[src/rtl/div_pkg.sv]
// Shared constants and state type for the sequential divider.
package div_pkg;

  localparam int unsigned WIDTH = 32;
  localparam int unsigned CNT_W = 6;

  localparam logic [CNT_W-1:0] LAST_ITER = CNT_W'(31);

  typedef enum logic [1:0] {
    IDLE = 2'd0,
    RUN  = 2'd1,
    FIX  = 2'd2,
    DONE = 2'd3
  } state_t;

endpackage

[src/rtl/div_step.sv]
// One restoring-division iteration: trial subtract of the divisor magnitude
// from the shifted partial remainder, restore on borrow.
module div_step
  import div_pkg::*;
#(
  parameter int unsigned WIDTH = div_pkg::WIDTH
) (
  input  logic [WIDTH:0]   i_rem,
  input  logic [WIDTH-1:0] i_div,
  output logic [WIDTH-1:0] o_rem,
  output logic             o_qbit
);

  logic [WIDTH:0] w_diff;
  logic           w_borrow;

  // i_rem < 2*i_div always holds, so the difference lies in (-div, div)
  // and its top bit is the borrow; either outcome fits back in WIDTH bits.
  assign w_diff   = i_rem - {1'b0, i_div};
  assign w_borrow = w_diff[WIDTH];
  assign o_qbit   = ~w_borrow;
  assign o_rem    = w_borrow ? i_rem[WIDTH-1:0] : w_diff[WIDTH-1:0];

endmodule

[src/rtl/div_seq.sv]
// Iterative restoring divider, 32 iterations plus sign-fix and done cycles.
// Define DIV_SIGNED_EN for two's complement operands; default is unsigned.
module div_seq
  import div_pkg::*;
#(
  parameter int unsigned WIDTH = div_pkg::WIDTH,
  parameter int unsigned CNT_W = div_pkg::CNT_W
) (
  input  logic             clock,
  input  logic             reset_n,
  input  logic             ctrl_DIV,
  input  logic [WIDTH-1:0] data_operandA,
  input  logic [WIDTH-1:0] data_operandB,
  output logic [WIDTH-1:0] data_result,
  output logic [WIDTH-1:0] data_remainder,
  output logic             data_exception,
  output logic             data_resultRDY,
  output logic             busy
);

  state_t           r_state;
  logic [CNT_W-1:0] r_cnt;
  logic [WIDTH-1:0] r_q;
  logic [WIDTH-1:0] r_r;
  logic [WIDTH-1:0] r_b;
  logic             r_dz;
  logic [WIDTH-1:0] r_result;
  logic [WIDTH-1:0] r_rem_out;
  logic             r_exc;
  logic             r_rdy;
  logic             r_busy;

  logic [WIDTH-1:0] w_a_mag;
  logic [WIDTH-1:0] w_b_mag;
  logic [WIDTH:0]   w_shift;
  logic [WIDTH-1:0] w_rem_next;
  logic             w_qbit;

`ifdef DIV_SIGNED_EN
  logic r_neg_q;
  logic r_neg_r;

  assign w_a_mag = data_operandA[WIDTH-1] ? -data_operandA : data_operandA;
  assign w_b_mag = data_operandB[WIDTH-1] ? -data_operandB : data_operandB;
`else
  assign w_a_mag = data_operandA;
  assign w_b_mag = data_operandB;
`endif

  // Dividend bits leave the top of Q and enter the bottom of R.
  assign w_shift = {r_r, r_q[WIDTH-1]};

  div_step #(
    .WIDTH (WIDTH)
  ) u_step (
    .i_rem  (w_shift),
    .i_div  (r_b),
    .o_rem  (w_rem_next),
    .o_qbit (w_qbit)
  );

  always_ff @(posedge clock or negedge reset_n) begin
    if (!reset_n) begin
      r_state   <= IDLE;
      r_cnt     <= '0;
      r_q       <= '0;
      r_r       <= '0;
      r_b       <= '0;
      r_dz      <= 1'b0;
      r_result  <= '0;
      r_rem_out <= '0;
      r_exc     <= 1'b0;
      r_rdy     <= 1'b0;
      r_busy    <= 1'b0;
`ifdef DIV_SIGNED_EN
      r_neg_q   <= 1'b0;
      r_neg_r   <= 1'b0;
`endif
    end else begin
      r_rdy <= 1'b0;
      case (r_state)
        IDLE: begin
          if (ctrl_DIV) begin
            r_busy <= 1'b1;
            r_cnt  <= '0;
            r_r    <= '0;
            if (data_operandB == '0) begin
              r_dz    <= 1'b1;
              r_q     <= '0;
              r_state <= DONE;
            end else begin
              r_dz    <= 1'b0;
              r_q     <= w_a_mag;
              r_b     <= w_b_mag;
`ifdef DIV_SIGNED_EN
              r_neg_q <= data_operandA[WIDTH-1] ^ data_operandB[WIDTH-1];
              r_neg_r <= data_operandA[WIDTH-1];
`endif
              r_state <= RUN;
            end
          end
        end
        RUN: begin
          r_r   <= w_rem_next;
          r_q   <= {r_q[WIDTH-2:0], w_qbit};
          r_cnt <= r_cnt + CNT_W'(1);
          if (r_cnt == LAST_ITER) begin
            r_state <= FIX;
          end
        end
        FIX: begin
`ifdef DIV_SIGNED_EN
          if (r_neg_q) r_q <= -r_q;
          if (r_neg_r) r_r <= -r_r;
`endif
          r_state <= DONE;
        end
        DONE: begin
          r_result  <= r_q;
          r_rem_out <= r_r;
          r_exc     <= r_dz;
          r_rdy     <= 1'b1;
          r_busy    <= 1'b0;
          r_state   <= IDLE;
        end
        default: r_state <= IDLE;
      endcase
    end
  end

  assign data_result    = r_result;
  assign data_remainder = r_rem_out;
  assign data_exception = r_exc;
  assign data_resultRDY = r_rdy;
  assign busy           = r_busy;

endmodule
[config.mk]
export PLATFORM = sky130hd
export DESIGN_NAME = div_seq
export DESIGN_NICKNAME = d
export VERILOG_FILES = /design/src/rtl/div_pkg.sv /design/src/rtl/div_step.sv /design/src/rtl/div_seq.sv
export SDC_FILE = /design/constraint.sdc
export NUM_CORES = 1
export LEC_CHECK = 0
export CAP_MARGIN = 20
export CORE_UTILIZATION = 55
export CTS_BUF_LIST = sky130_fd_sc_hd__clkbuf_16
export DETAILED_ROUTE_END_ITERATION = 6
export GPL_TIMING_DRIVEN = 0
export PLACE_DENSITY = 0.9
export SYNTH_ARGS = -nofsm -noshare
export SYNTH_HDL_FRONTEND = slang
export SYNTH_HIERARCHICAL = 1
export SYNTH_SLANG_ARGS = --single-unit
[constraint.sdc]
create_clock -name clock -period 4.25 [get_ports clock]
set_clock_uncertainty 0.05 [all_clocks]
set_input_delay 0.85 -clock clock [delete_from_list [all_inputs] [get_ports clock]]
set_output_delay 0.85 -clock clock [all_outputs]
set_load 0.02 [all_outputs]
======== Word level (Yosys, flattened, before mapping) ========
Cells that the tools add are included.
word-level totals
  logic and storage cells ................. 46
  register bits ........................... 172
  bits of input ports ..................... 67
operators by class
  add/sub/neg operators ................... 2
  multiplexer cells ....................... 16
  equal/unequal tests ..................... 6
  bitwise operators ....................... 2
  reduce and logical (&&, ||, !) cells .... 9
operators by type and width
  cell                                            number
  two-way mux 32 bit                              4
  one-hot mux 32 bit (2 select lines)             2
  subtractor 33 x 32 -> 33 bit                    1
  logical NOT 32 bit                              1
  one-hot mux 6 bit (2 select lines)              1
  one-hot mux 2 bit (4 select lines)              1
  AND reduction 2 bit                             4
  adder 6 x 1 -> 6 bit (second input constant)    1
  == test 6 x 5 -> 1 bit (second input constant)  1
  two-way mux 2 bit                               3
  two-way mux 6 bit                               1
  == test 2 bit (second input constant)           2
  inequality test 2 bit (second input constant)   2
  nonzero test 2 bit                              2
  two-way mux 1 bit                               3
  AND reduction 3 bit                             1
  == test 2 x 1 -> 1 bit (second input constant)  1
  logical NOT 2 bit                               1
  inverter 1 bit                                  2
  one-hot mux 1 bit (2 select lines)              1

======== Longest topological paths before layout ========
Gate-level depths: netlist of run 1.
  depth in word-level cells ............... 4
  gate-level depth with buffers ........... 16
  gate-level depth less buffers ........... 14

======== Cells and area by module ========
Netlist of run 1, hierarchy kept.
by module, submodules not included
  module    instances  area each (µm²)  cells an instance  seq. area each (µm²)
  div_seq   1          6954.2           489                4304.1
  div_step  1          2358.5           305                0.0

======== Worst setup path before layout of run 1 ========
OpenSTA, ideal clock, no wires.
  path type ............................... register to register
  from .................................... register r_q[31]
  to ...................................... register r_r[10]
  required time ........................... 4.079 ns
  period minus slack after synthesis ...... 3.479 ns
  data arrival time ....................... 3.308 ns
  library setup time ...................... 0.121 ns
  stages on the path, launching flop included .. 17
  path slack .............................. 0.771 ns
  path through ............................ dfrtp_1 > inv_1 > ha_1 > fa_1 > and2b_2 > o2111ai_2 > a21oi_2 > o2111ai_1 > a211oi_2 > nor2_4 > mux2i_4 > and2_4 > buf_12 > inv_8 > buf_12 > mux2_4 > a22o_1
between the ends
  longest elaborated chain between the ends .. 3
ends and longest elaborated chain
  element                              line            RTL
  start, declared                      div_seq.sv:23   logic [WIDTH-1:0] r_q;
  start signal, assigned               div_seq.sv:93   r_q <= w_a_mag;
  start signal, assigned               div_seq.sv:105  r_q <= {r_q[WIDTH-2:0], w_qbit};
  subtractor 33 x 32 -> 33 bit         div_step.sv:19  assign w_diff = i_rem - {1'b0, i_div};
  two-way mux 32 bit                   div_step.sv:22  assign o_rem = w_borrow ? i_rem[WIDTH-1:0] : w_diff[WIDTH-1:0];
  via w_rem_next[10]                   div_seq.sv:36   logic [WIDTH-1:0] w_rem_next;
  one-hot mux 32 bit (2 select lines)  div_seq.sv:81   case (r_state)
  end signal, assigned                 div_seq.sv:104  r_r <= w_rem_next;
  end, declared                        div_seq.sv:24   logic [WIDTH-1:0] r_r;
The timed path passes the listed nets, and every way through them passes these cells.
A chain may end at the register's enable or synchronous reset.

======== Worst setup path after layout of run 1 ========
  from .................................... register r_q[31]
  to ...................................... register r_r[15]
Same word-level chain as after synthesis.

==> results of run 1 <==
-- sequential cells by signal, indices dropped and copies added (netlist names) --
name            count
data_remainder     32
data_result        32
r_b                32
r_q                32
r_r                32
r_cnt               6
r_state             2
busy                1
data_exception      1
data_resultRDY      1
r_dz                1
-- cell families (layout without fill, tap and decap cells) --
kind of cell             count (synthesis)  in the layout  synth area share
AO/OA/AOI/OAI                          178            178             0.161
XOR/XNOR                                27             27            0.0254
adder cells (fa/ha/maj)                 39             39            0.0532
buffers and inverters                   78            244            0.0468
flip-flops                             172            172             0.462
multiplexers                           125            125             0.160
AND/OR/NAND/NOR                        175            175            0.0914
-- worst max-delay path, stage by stage, from the launching register on --
cell and delay (ns):
dfrtp_1 0.42, inv_1 0.06, ha_1 0.22, fa_1 0.40, and2b_2 0.26, o2111ai_2 0.13, a21oi_2 0.25, o2111ai_1 0.24
a211oi_2 0.35, nor2_4 0.10, mux2i_4 0.41, and2_4 0.24, buf_12 0.13, inv_8 0.05, buf_12 0.15, mux2_4 0.29
a22o_1 0.20
-- power by group --
group	leakage (nW)	switching, mW	internal, mW	total, mW
Sequential	2.10	0.551	2.40	2.95
Clock	0.289	0.756	0.791	1.55
Combinational	2.75	3.13	3.01	6.14
Total	5.14	4.44	6.19	10.6
-- per-layer routing --
metal / GRT usage / part of all wire / wire length (um) / vias to the layer above
li1: - / - / - / 3223
met4: 0.0891 / 0.019 / 417 / 0
met5: 0 / 0 / 0 / -
met2: 0.428 / 0.49 / 10700 / 199
met3: 0.0531 / 0.051 / 1120 / 30
met1: 0.338 / 0.44 / 9640 / 3457
-- through the flow --
step	area (um2)	instances	total power, mW	hold slack [ns]	utilization
2_1_floorplan	9310	794	7.30	0.408	-
3_3_place_gp	10900	1147	8.79	0.420	0.658
3_5_place_dp	11000	1148	9.01	0.434	0.660
4_1_cts	11500	1180	10.6	0.362	0.696
5_1_grt	11500	1180	11.3	0.394	0.696
6_report	11500	1180	10.6	0.347	0.696
-- cells in the final DEF, fill, tap and decap left out, types with 4 or more instances in the layout --
cell type,Yosys,layout
a21o_1,17,17
a21oi_1,30,30
a221oi_2,30,30
a22o_1,33,33
a31oi_1,6,6
and3_1,4,4
buf_2,4,4
buf_4,4,4
buf_6,8,8
clkbuf_1,18,18
clkbuf_16,0,17
clkdlybuf4s50_1,0,132
clkinv_8,0,5
dfrtp_1,172,172
ha_1,38,38
inv_1,37,37
inv_6,0,6
mux2_2,100,100
mux2_4,19,19
nand2_1,26,26
nand3_1,16,16
nand4_1,7,7
nor2_1,80,80
nor3_1,7,7
nor4_1,9,9
o2111ai_1,4,4
o21a_1,8,8
o21ai_0,23,23
o21bai_1,4,4
or3_1,4,4
xnor2_1,13,13
xor2_1,14,14
-- cell type report --
cell class,count,area [um2]
buffer,40,285
clock buffer,17,425
clock inverter,15,169
fill,1191,5040
inverter,38,150
multi-input combinational,544,4570
sequential,172,4300
tap,220,275
timing repair buffer,134,1360
-- worst paths after layout --
| path | to | slack [ns] |
|---|---|---|
| worst max-delay path | r_r[15] | 0.16 |
| worst min-delay path | r_q[0] | 0.35 |
| worst max register to register | r_r[15] | 0.16 |
| worst min register to register | r_b[30] | 0.45 |
| max in group asynchronous | data_result[31] | 2.96 |
| min in group clock | r_b[30] | 0.45 |
==> impl_metrics.json, run 1 <==
{
  "setup_ws_ns": 0.159,
  "period_share": 0.963,
  "antenna_cells": 0,
  "synth_area_leaders": "dfrtp_1 (46%), mux2_2 (12%), ha_1 (5.1%)",
  "syn_nets": 900,
  "leakage_nw": 5.14,
  "slew_headroom": 0.542,
  "die_x_um": 132,
  "num_rows": 47,
  "setup_viol": 0,
  "hold_path.class": "in2async",
  "r2r_cells": 16,
  "cts_resized": 0,
  "cap_viol_max_count": 0,
  "pre_cts_slack_ns": 0.253,
  "worstSetupPathType": "reg2reg",
  "root_buffer": "clkbuf_16",
  "cts_buffer_depth": 2,
  "vias": 6909,
  "worstMarginPinSlew_ns": 0.687,
  "drc": 2,
  "io_buffers": 133,
  "cts_setup_buffers": 0,
  "vias_per_cell": 5.86,
  "clk_latency_ns": 0.43,
  "initialDrtViolationCount": 394,
  "fp.dieH_um": 132,
  "synth.top_cell.area_share": 0.462,
  "yosysWarnings": 6,
  "syn_to_final_growth_pct": 24.0,
  "grt_pass1_wl_um": 35600,
  "start_kind": "flop",
  "synth_largest_area_cell": "dfrtp_1",
  "dr.pass1.iters": 7,
  "slew_viol_final": 0,
  "run_status": "finished, violations left",
  "core_area_um2": 16600,
  "endpoint_kind": "flop",
  "cts_hold_buf": 0,
  "path_max_fanout": 10,
  "antenna_found_initial": 0,
  "ys.flop_type": "dfrtp_1",
  "finish.net_count": 1053,
  "routabilityCongestion": 0.901,
  "cts_tree": "done",
  "gr-total-overflow": 0,
  "synth_seq_area_share": 0.462,
  "grt_pass1_vias": 7083,
  "synthArstFlopShare": 1.00,
  "wl_per_cell_um": 18.6,
  "start_util": 0.562,
  "rsz0062_at_grt": "no",
  "reg2reg_from": "r_q[31]",
  "avgSynthCellArea_um2": 11.7,
  "critPathArrivalTime_ns": 4.36,
  "drt_wl_total_um": 21900,
  "numCtsBuffers": 17,
  "violations": "DRC",
  "cts.sinks": 172,
  "synth.cell_area_um2": 9310,
  "ir_worst_vdd_uv": 424,
  "dieArea_um2": 17500,
  "final.setup.tns_ns": 0,
  "fmax_mhz": 244,
  "boundaryPins": 134,
  "power_density_nw_per_um2": 921,
  "drive_gt1_frac": 0.227,
  "hold_viol_final": 0,
  "clk_pin_slew_ns": 0.08,
  "htree_levels": 4,
  "synth_edf_count": 0,
  "grt_max_degree": 94,
  "ys_ff_latch": 172,
  "synthMostInstantiatedCell": "dfrtp_1",
  "fin_crit_ns": 4.09,
  "synth.distinct_cells": 69,
  "synth_common_cells": "dfrtp_1 (172), mux2_2 (100), nor2_1 (80)",
  "synth_cells": 794,
  "dp_hpwl_um": 15600,
  "grt.total_usage": 0.258,
  "crit_start": "r_q[31]",
  "required_ns": 4.52,
  "ant_nets": 0
}
Power figures use the tool's default switching activity.
==> run 2: changes to the inputs <==
--- a/config.mk
+++ b/config.mk
@@ -11,7 +11,7 @@
 export DETAILED_ROUTE_END_ITERATION = 6
 export GPL_TIMING_DRIVEN = 0
 export PLACE_DENSITY = 0.9
+export SETUP_SLACK_MARGIN = 0.2
 export SYNTH_ARGS = -nofsm -noshare
 export SYNTH_HDL_FRONTEND = slang
-export SYNTH_HIERARCHICAL = 1
 export SYNTH_SLANG_ARGS = --single-unit
==> impl_metrics.json, run 2 <==
{
  "cts_hold_buf": 0,
  "cts.sinks": 172,
  "initialDrtViolationCount": 641,
  "drt_wl_total_um": 23600,
  "path_max_fanout": 10,
  "setup_viol": 0,
  "htree_levels": 4,
  "syn_to_final_growth_pct": 24.4,
  "cts_tree": "done",
  "synth.cell_area_um2": 9180,
  "grt_max_degree": 113,
  "io_buffers": 133,
  "wl_per_cell_um": 18.5,
  "finish.net_count": 1149,
  "synth_cells": 891,
  "antenna_cells": 0,
  "period_share": 0.907,
  "routabilityCongestion": 0.937,
  "cts_buffer_depth": 2,
  "layout_commonest_cell": "dfrtp_1",
  "ys_ff_latch": 172,
  "synth_edf_count": 0,
  "r2r_cells": 14,
  "synth_seq_area_share": 0.469,
  "dp_hpwl_um": 16800,
  "run_status": "finished clean",
  "drc": 0,
  "hold_path.class": "in2async",
  "numCtsBuffers": 17,
  "final_util": 0.711,
  "ys.flop_type": "dfrtp_1",
  "ant_nets": 0,
  "synth_area_leaders": "dfrtp_1 (47%), mux2_2 (12%), ha_1 (5.0%)",
  "final.setup.tns_ns": 0,
  "fp.dieH_um": 131,
  "vias": 7572,
  "clk_pin_slew_ns": 0.07,
  "boundaryPins": 134,
  "cts_resized": 0,
  "slew_viol_final": 0,
  "antenna_found_initial": 0,
  "dr.pass1.iters": 5,
  "core_area_um2": 16100,
  "worstSetupPathType": "in2reg",
  "vias_per_cell": 5.95,
  "endpoint_kind": "flop",
  "fin_crit_ns": 3.85,
  "ir_worst_vdd_uv": 483,
  "gr-total-overflow": 0,
  "drive_gt1_frac": 0.142,
  "power_density_nw_per_um2": 902,
  "grt_pass1_wl_um": 38100,
  "synthArstFlopShare": 1.00,
  "avgSynthCellArea_um2": 10.3,
  "r2r_end": "r_r[31]",
  "synth.distinct_cells": 60,
  "cts_setup_buffers": 0,
  "critPathArrivalTime_ns": 4.13,
  "num_rows": 46,
  "root_buffer": "clkbuf_16",
  "synth_largest_area_cell": "dfrtp_1",
  "fmax_mhz": 260,
  "dieArea_um2": 17200,
  "slew_headroom": 0.391,
  "required_ns": 4.53,
  "grt_pass1_vias": 7567,
  "grt.total_usage": 0.281,
  "reg2reg_setup_slack_ns": 0.67,
  "reg2reg_from": "r_q[31]",
  "clk_latency_ns": 0.45,
  "worstMarginPinSlew_ns": 0.911,
  "synth.top_cell.area_share": 0.469,
  "synth_common_cells": "dfrtp_1 (172), nand2_1 (100), mux2_2 (99)",
  "leakage_nw": 5.10,
  "yosysWarnings": 0,
  "synthMostInstantiatedCell": "dfrtp_1",
  "cap_viol_max_count": 0,
  "start_util": 0.572,
  "hold_viol_final": 0,
  "rsz0062_at_grt": "no",
  "mostFrequentLayoutCells": "dfrtp_1 (172), clkdlybuf4s50_1 (132), nand2_1 (100), mux2_2 (99), o21ai_0 (78)",
  "nFillCells": 1101,
  "start_kind": "input port",
  "syn_nets": 996,
  "die_x_um": 131
}
-- run 2: changes by cell type after synthesis, moves of 42 or more --
cell / change
o21ai_0: +55
a21oi_1: +42
nand2_1: +74
nor2_1: -59
-- run 2: worst max-delay path by stage --
| stage | to | cells after the start | start | slack, ns |
|---|---|---|---|---|
| 2_1_floorplan | r_r[22] | 13 | r_q[31] | 1.10 |
| 3_3_place_gp | data_remainder[4] | 1 | reset_n | -4.66 |
| 3_5_place_dp | r_b[25] | 8 | data_operandB[25] | 0.03 |
| 4_1_cts | r_b[25] | 8 | data_operandB[25] | 0.47 |
| 5_1_grt | r_b[13] | 8 | data_operandB[25] | 0.28 |
| 6_report | r_b[12] | 8 | data_operandB[25] | 0.40 |
-- run 2: area by class of cell --
type / count / area [um2] / share of cell area
Buffer: 50 / 221 / 0.0194
Clock buffer: 17 / 425 / 0.0373
Clock inverter: 15 / 181 / 0.0159
Inverter: 42 / 158 / 0.0138
Multi-Input combinational cell: 627 / 4490 / 0.394
Sequential cell: 172 / 4300 / 0.377
Tap cell: 216 / 270 / 0.0237
Timing Repair Buffer: 134 / 1360 / 0.119
-- run 2: worst max-delay path, stage by stage --
cell and delay, ns:
clkdlybuf4s50_1 0.44, nor4_1 0.52, nand4_1 0.34, nor2_1 0.46
or2_2 0.19, clkbuf_1 0.37, buf_1 0.55, mux2_2 0.41
-- run 2: routing by layer --
| metal | vias to the layer above | track usage | share of wire |
|---|---|---|---|
| li1 | 3502 | - | - |
| met1 | 3687 | 0.354 | 0.41 |
| met2 | 320 | 0.464 | 0.49 |
| met3 | 63 | 0.0583 | 0.063 |
| met4 | 0 | 0.126 | 0.033 |
| met5 | - | 0 | 0 |
-- run 2: per-stage QoR --
stage	worst slack [ns]	hold WS (ns)	std cells	total power [mW]	cell area, um2
6_report	0.397	0.273	1273	10.3	11400
5_1_grt	0.276	0.308	1273	11.0	11400
4_1_cts	0.467	0.288	1273	10.2	11400
3_5_place_dp	0.0308	0.430	1241	8.61	10800
3_3_place_gp	-4.66	0.420	1240	8.39	10800
2_1_floorplan	1.10	0.393	891	6.86	9180
-- run 2: kinds of logic (layout without fill, tap and decap cells) --
logic type	after synthesis	after routing	synth area share
adder cells (fa/ha/maj)	38	38	0.0526
AO/OA/AOI/OAI	221	221	0.147
flip-flops	172	172	0.469
buffers and inverters	92	258	0.0413
multiplexers	121	121	0.145
XOR/XNOR	23	23	0.0219
AND/OR/NAND/NOR	224	224	0.123
-- run 2: power breakdown --
part	total [mW]	switching, mW	internal, mW	leakage (nW)
Combinational	5.87	3.29	2.58	2.63
Clock	1.56	0.767	0.794	0.293
Sequential	2.87	0.509	2.36	2.17
Total	10.3	4.56	5.74	5.10
